File: config.mk
export PLATFORM = sky130hd
export DESIGN_NAME = alu_arbiter_seq
export DESIGN_NICKNAME = d
export VERILOG_FILES = /design/src/rtl/alu_arbiter_seq.sv
export SDC_FILE = /design/constraint.sdc
export NUM_CORES = 1
export LEC_CHECK = 0
export BUFFER_PORTS_ARGS = -buffer_cell sky130_fd_sc_hd__buf_4
export CELL_PAD_IN_SITES_DETAIL_PLACEMENT = 1
export CELL_PAD_IN_SITES_GLOBAL_PLACEMENT = 1
export CORE_ASPECT_RATIO = 1.1
export CORE_MARGIN = 2
export CORE_UTILIZATION = 35
export DETAILED_ROUTE_END_ITERATION = 10
export GPL_TIMING_DRIVEN = 0
export MAX_ROUTING_LAYER = met4
export PLACE_DENSITY = 0.83
export SYNTH_ARGS = -nofsm -noshare
export SYNTH_HDL_FRONTEND = slang
export SYNTH_SLANG_ARGS = --single-unit
File: constraint.sdc
create_clock -name clk -period 2 [get_ports clk]
set_input_delay 0.2 -clock clk [delete_from_list [all_inputs] [get_ports clk]]
set_output_delay 0.2 -clock clk [all_outputs]
set_load 0.02 [all_outputs]
File: src/rtl/alu_arbiter_seq.sv
// Two-requester round-robin front end for a shared combinational 4-bit ALU.
// One operation is in flight at a time: IDLE grants, EXEC drives the ALU for
// one cycle and captures its outputs, RESP holds the tagged result until taken.
`timescale 1ns/1ps
module alu_arbiter_seq #(
    parameter int WIDTH = 4,
    parameter int OPW   = 3,
    parameter int CNTW  = 8
) (
    input  logic             clk,
    input  logic             rst_n,
    input  logic             req0_valid,
    output logic             req0_ready,
    input  logic [WIDTH-1:0] req0_a,
    input  logic [WIDTH-1:0] req0_b,
    input  logic             req0_cin,
    input  logic [OPW-1:0]   req0_op,
    input  logic             req1_valid,
    output logic             req1_ready,
    input  logic [WIDTH-1:0] req1_a,
    input  logic [WIDTH-1:0] req1_b,
    input  logic             req1_cin,
    input  logic [OPW-1:0]   req1_op,
    output logic [WIDTH-1:0] alu_a,
    output logic [WIDTH-1:0] alu_b,
    output logic             alu_cin,
    output logic [OPW-1:0]   alu_op,
    input  logic [WIDTH-1:0] alu_r,
    input  logic             alu_zero,
    input  logic             alu_carry,
    input  logic             alu_sign,
    output logic             rsp_valid,
    input  logic             rsp_ready,
    output logic             rsp_id,
    output logic [WIDTH-1:0] rsp_r,
    output logic             rsp_zero,
    output logic             rsp_carry,
    output logic             rsp_sign,
    output logic             busy,
    output logic [CNTW-1:0]  op_count
);

    typedef enum logic [1:0] {IDLE, EXEC, RESP} state_t;

    state_t           state_q, state_d;
    logic             last_grant_q, last_grant_d;
    logic [WIDTH-1:0] a_q, a_d, b_q, b_d;
    logic             cin_q, cin_d;
    logic [OPW-1:0]   op_q, op_d;
    logic             id_q, id_d;
    logic             rsp_id_q, rsp_id_d;
    logic [WIDTH-1:0] rsp_r_q, rsp_r_d;
    logic             rsp_zero_q, rsp_zero_d;
    logic             rsp_carry_q, rsp_carry_d;
    logic             rsp_sign_q, rsp_sign_d;
    logic [CNTW-1:0]  op_count_q, op_count_d;
    logic             grant;
    logic             accept;

    // Round-robin pick: a lone requester wins; on contention the one not served last wins.
    always_comb begin
        grant = req1_valid;
        if (req0_valid && req1_valid) begin
            grant = ~last_grant_q;
        end
        req0_ready = (state_q == IDLE) && !grant && req0_valid;
        req1_ready = (state_q == IDLE) &&  grant && req1_valid;
        accept     = req0_ready || req1_ready;
    end

    // Next-state and register updates for the IDLE -> EXEC -> RESP cycle.
    always_comb begin
        state_d      = state_q;
        last_grant_d = last_grant_q;
        a_d          = a_q;
        b_d          = b_q;
        cin_d        = cin_q;
        op_d         = op_q;
        id_d         = id_q;
        rsp_id_d     = rsp_id_q;
        rsp_r_d      = rsp_r_q;
        rsp_zero_d   = rsp_zero_q;
        rsp_carry_d  = rsp_carry_q;
        rsp_sign_d   = rsp_sign_q;
        op_count_d   = op_count_q;
        case (state_q)
            IDLE: begin
                if (accept) begin
                    a_d          = grant ? req1_a   : req0_a;
                    b_d          = grant ? req1_b   : req0_b;
                    cin_d        = grant ? req1_cin : req0_cin;
                    op_d         = grant ? req1_op  : req0_op;
                    id_d         = grant;
                    last_grant_d = grant;
                    state_d      = EXEC;
                end
            end
            EXEC: begin
                rsp_id_d    = id_q;
                rsp_r_d     = alu_r;
                rsp_zero_d  = alu_zero;
                rsp_sign_d  = alu_sign;
                // Logical opcodes (MSB set) never report a carry, whatever the ALU drives.
                rsp_carry_d = alu_carry & ~op_q[OPW-1];
                state_d     = RESP;
            end
            RESP: begin
                if (rsp_ready) begin
                    op_count_d = op_count_q + 1'b1;
                    state_d    = IDLE;
                end
            end
            default: state_d = IDLE;
        endcase
    end

    // State and datapath registers; reset clears every visible output, last_grant starts at 1.
    always_ff @(posedge clk or negedge rst_n) begin
        if (!rst_n) begin
            state_q      <= IDLE;
            last_grant_q <= 1'b1;
            a_q          <= '0;
            b_q          <= '0;
            cin_q        <= 1'b0;
            op_q         <= '0;
            id_q         <= 1'b0;
            rsp_id_q     <= 1'b0;
            rsp_r_q      <= '0;
            rsp_zero_q   <= 1'b0;
            rsp_carry_q  <= 1'b0;
            rsp_sign_q   <= 1'b0;
            op_count_q   <= '0;
        end else begin
            state_q      <= state_d;
            last_grant_q <= last_grant_d;
            a_q          <= a_d;
            b_q          <= b_d;
            cin_q        <= cin_d;
            op_q         <= op_d;
            id_q         <= id_d;
            rsp_id_q     <= rsp_id_d;
            rsp_r_q      <= rsp_r_d;
            rsp_zero_q   <= rsp_zero_d;
            rsp_carry_q  <= rsp_carry_d;
            rsp_sign_q   <= rsp_sign_d;
            op_count_q   <= op_count_d;
        end
    end

    assign alu_a     = a_q;
    assign alu_b     = b_q;
    assign alu_cin   = cin_q;
    assign alu_op    = op_q;
    assign rsp_valid = (state_q == RESP);
    assign rsp_id    = rsp_id_q;
    assign rsp_r     = rsp_r_q;
    assign rsp_zero  = rsp_zero_q;
    assign rsp_carry = rsp_carry_q;
    assign rsp_sign  = rsp_sign_q;
    assign busy      = (state_q != IDLE);
    assign op_count  = op_count_q;

endmodule
==> out/qor.txt <==
status: complete, no violations
nets@finish: 219
die height: 71.7 microns
Syn Nets: 144
wirelength, routed: 3.33 mm
setup bufs post-CTS: 0
Final min period: 1.71 ns
Crit-path slowest cell: or3b_2
nature of the critical path startpoint: flop
CTS max path bufs: 2
die area: 4690 sq um
DR iter-0 viols: 10
most frequent cells in the layout: buf_4 (67), dfrtp_1 (31), mux2_2 (24)
RSZ-0062 raised after global routing: no
CTS tree: built
Initial Util: 0.365
Layout Cells excl Fill: 235
Tot Pwr: 0.00322 W
port buffer count: 67
area of the multi-input gates: 622 sq um
commonest non-fill, non-tap cell in the layout: buf_4
reg2reg path depth: 4
Placed Cells: 226
fin crit share: 0.855
Final HPWL DP: 2.67 mm
synth top area cells: dfrtp_1 (53%), mux2_2 (19%), mux2_4 (8.2%)
register area: 802 sq um
Overall Global Routing Usage: 0.165
Final Skew: 0.00643 ns
Residual DRC: 0
register area share after synthesis: 0.551
critical path type: reg2out
Clk Latency, worst-skew pair: 0.28 ns
max capacitance violation total: 0
CTS Buf Count: 5
Yosys reg bits: 32
Wirelength per Cell: 14.2 microns
FF-to-FF End: alu_a[1]$_DFFE_PN0P_
vias in the first global route: 1217
CP Capture Point: req0_ready
Max IR drop VDD: 776 uV
first-pass iteration count of the detailed router: 2
Max stage delay on crit path: 0.52 ns
Critical Path End Type: output pin
Lkg Pwr: 1.07 nW
Post-CTS Resized: 0
reg2reg start: last_grant_q$_DFFE_PN1P_
Post-Synthesis Cells: 107
final core occ: 0.533
Root Buffer: clkbuf_8
largest net degree at the start of global routing: 33
Synth top area share: 0.533
die width: 65.5 microns
Post-Syn Area: 1460 sq um
layout filler cell count: 417
Slew Limit Headroom: 0.667
ANT cells: 0
initial antenna violation count: 0
crit path max fanout: 6
Worst Path Buf+Inv: 1
yosys warns: 0
CP cell instances: or3b_2, nor2b_1, buf_4
slew at the pin with the worst max-slew slack: 0.495 ns
fraction of layout cells with a size suffix above 1: 0.617
Area Growth Syn to Fin: 46.0%
Mean Syn Cell Area: 13.6 sq um
Critical Path Start: state_q[1]$_DFFE_PN0P_
setup_tns: 0 ns
first-pass GRT wire length: 5.66 mm
instance count on the critical path: 3
largest area contributor in the netlist: dfrtp_1
Sink Count: 32
GP Congestion: 0.683
reg2reg setup slack: 0.41 ns
GRT Residual Overflow: 0
kind of cell adding the most delay to the critical path: simple AND/OR/NAND/NOR gates
Slew Limit Fails: 0
Cell variety after synth: 22
final hold vios: 0
number of I/O pins: 68
Clock H-tree levels: 2
# setup viols final: 0
std cell rows: 24
total number of vias: 1105
Vias/cell: 4.70
Final ANT Viol Nets: 0
CP required: 1.80 ns
Reg clk slew, reported paths: 0.07 ns
pwr/cell area: 1510 nW/um^2
Peak Freq: 585 MHz
core area: 3990 sq um
Hold Crit Class: in2reg
Worst EP arrival: 1.51 ns
[registers in the layout, summed over array words and instances, names as in the netlist]
register,count
op_count,8
rsp_sign,1
rsp_r,4
alu_op,3
state_q,2
id_q,1
last_grant_q,1
alu_a,4
alu_b,4
alu_cin,1
rsp_id,1
rsp_carry,1
rsp_zero,1
[cell families after synthesis]
family,after synthesis,synth area share
DFF,32,0.551
muxes,32,0.268
adders and majority gates,1,0.00859
AOI/OAI and AO/OA,6,0.0301
xor gates and xnor gates,7,0.0421
and+or+nand+nor,23,0.0782
buffers and inverters,6,0.0223
[through the flow]
step / hold WS (ns) / setup slack [ns] / cell area (sq um)
3_3_place_gp: 0.157 / 0.426 / 2020
3_5_place_dp: 0.162 / 0.388 / 2020
4_1_cts: 0.121 / 0.266 / 2130
2_1_floorplan: -0.0956 / 0.516 / 1460
5_1_grt: 0.137 / 0.188 / 2130
6_report: 0.131 / 0.289 / 2130
[where the power goes]
part	internal [W]	total [W]	switching, W
combinational	0.000793	0.00155	0.000757
sequential	0.000951	0.00117	0.000215
clock	0.000274	0.000504	0.000230
total	0.00202	0.00322	0.00120
[cell usage after synthesis, drive strengths merged]
cell type,count
dfstp,1
o21ai,4
xor2,5
nor2,4
or3b,1
nor2b,2
a21o,1
nand3,1
nand2,8
xnor2,2
nor3,3
inv,3
ha,1
dfrtp,31
nand4b,1
buf,3
a21bo,1
mux2,32
nand2b,2
nand4,1
[worst min path at each step]
| stage | startpoint | cells after the start | end | slack (ns) |
|---|---|---|---|---|
| floorplan | rst_n | 0 | alu_a[0]$_DFFE_PN0P_ | -0.1 |
| global placement | rst_n | 1 | alu_b[1]$_DFFE_PN0P_ | 0.16 |
| detailed placement | rst_n | 1 | alu_b[1]$_DFFE_PN0P_ | 0.16 |
| CTS | rsp_ready | 2 | state_q[1]$_DFFE_PN0P_ | 0.12 |
| global route | alu_r[2] | 2 | rsp_r[2]$_DFFE_PN0N_ | 0.14 |
| finish | rsp_ready | 2 | state_q[1]$_DFFE_PN0P_ | 0.13 |
[worst register-to-register path: stages (launching register included)]
cell	delay, ns
dfstp_2	0.56
a21bo_4	0.16
buf_6	0.17
mux2_4	0.31
mux2_2	0.27
[per-layer routing]
metal  vias to the layer above  GRT usage  wire length (microns)
met4                         0     0.0625                     59
met3                         6     0.0581                    295
met5                         -          -                      0
met1                       529      0.192                   1340
li1                        517          -                      -
met2                        53      0.264                   1640
[what timing repair did]
item,4_1_cts,5_1_grt
hold buffers,1,0
endpoints found under the setup margin,0,0
endpoints found under the hold margin,31,0
[layout make-up]
type                    count  area share
multi-input cells          69       0.292
repair buffers             68       0.241
flip-flops and latches     32       0.377
clock buffers               6      0.0388
clock inverters             2     0.00471
well taps                  52      0.0306
plain buffers               3      0.0100
inverters                   3     0.00529
(Power assumes the default switching activity.)
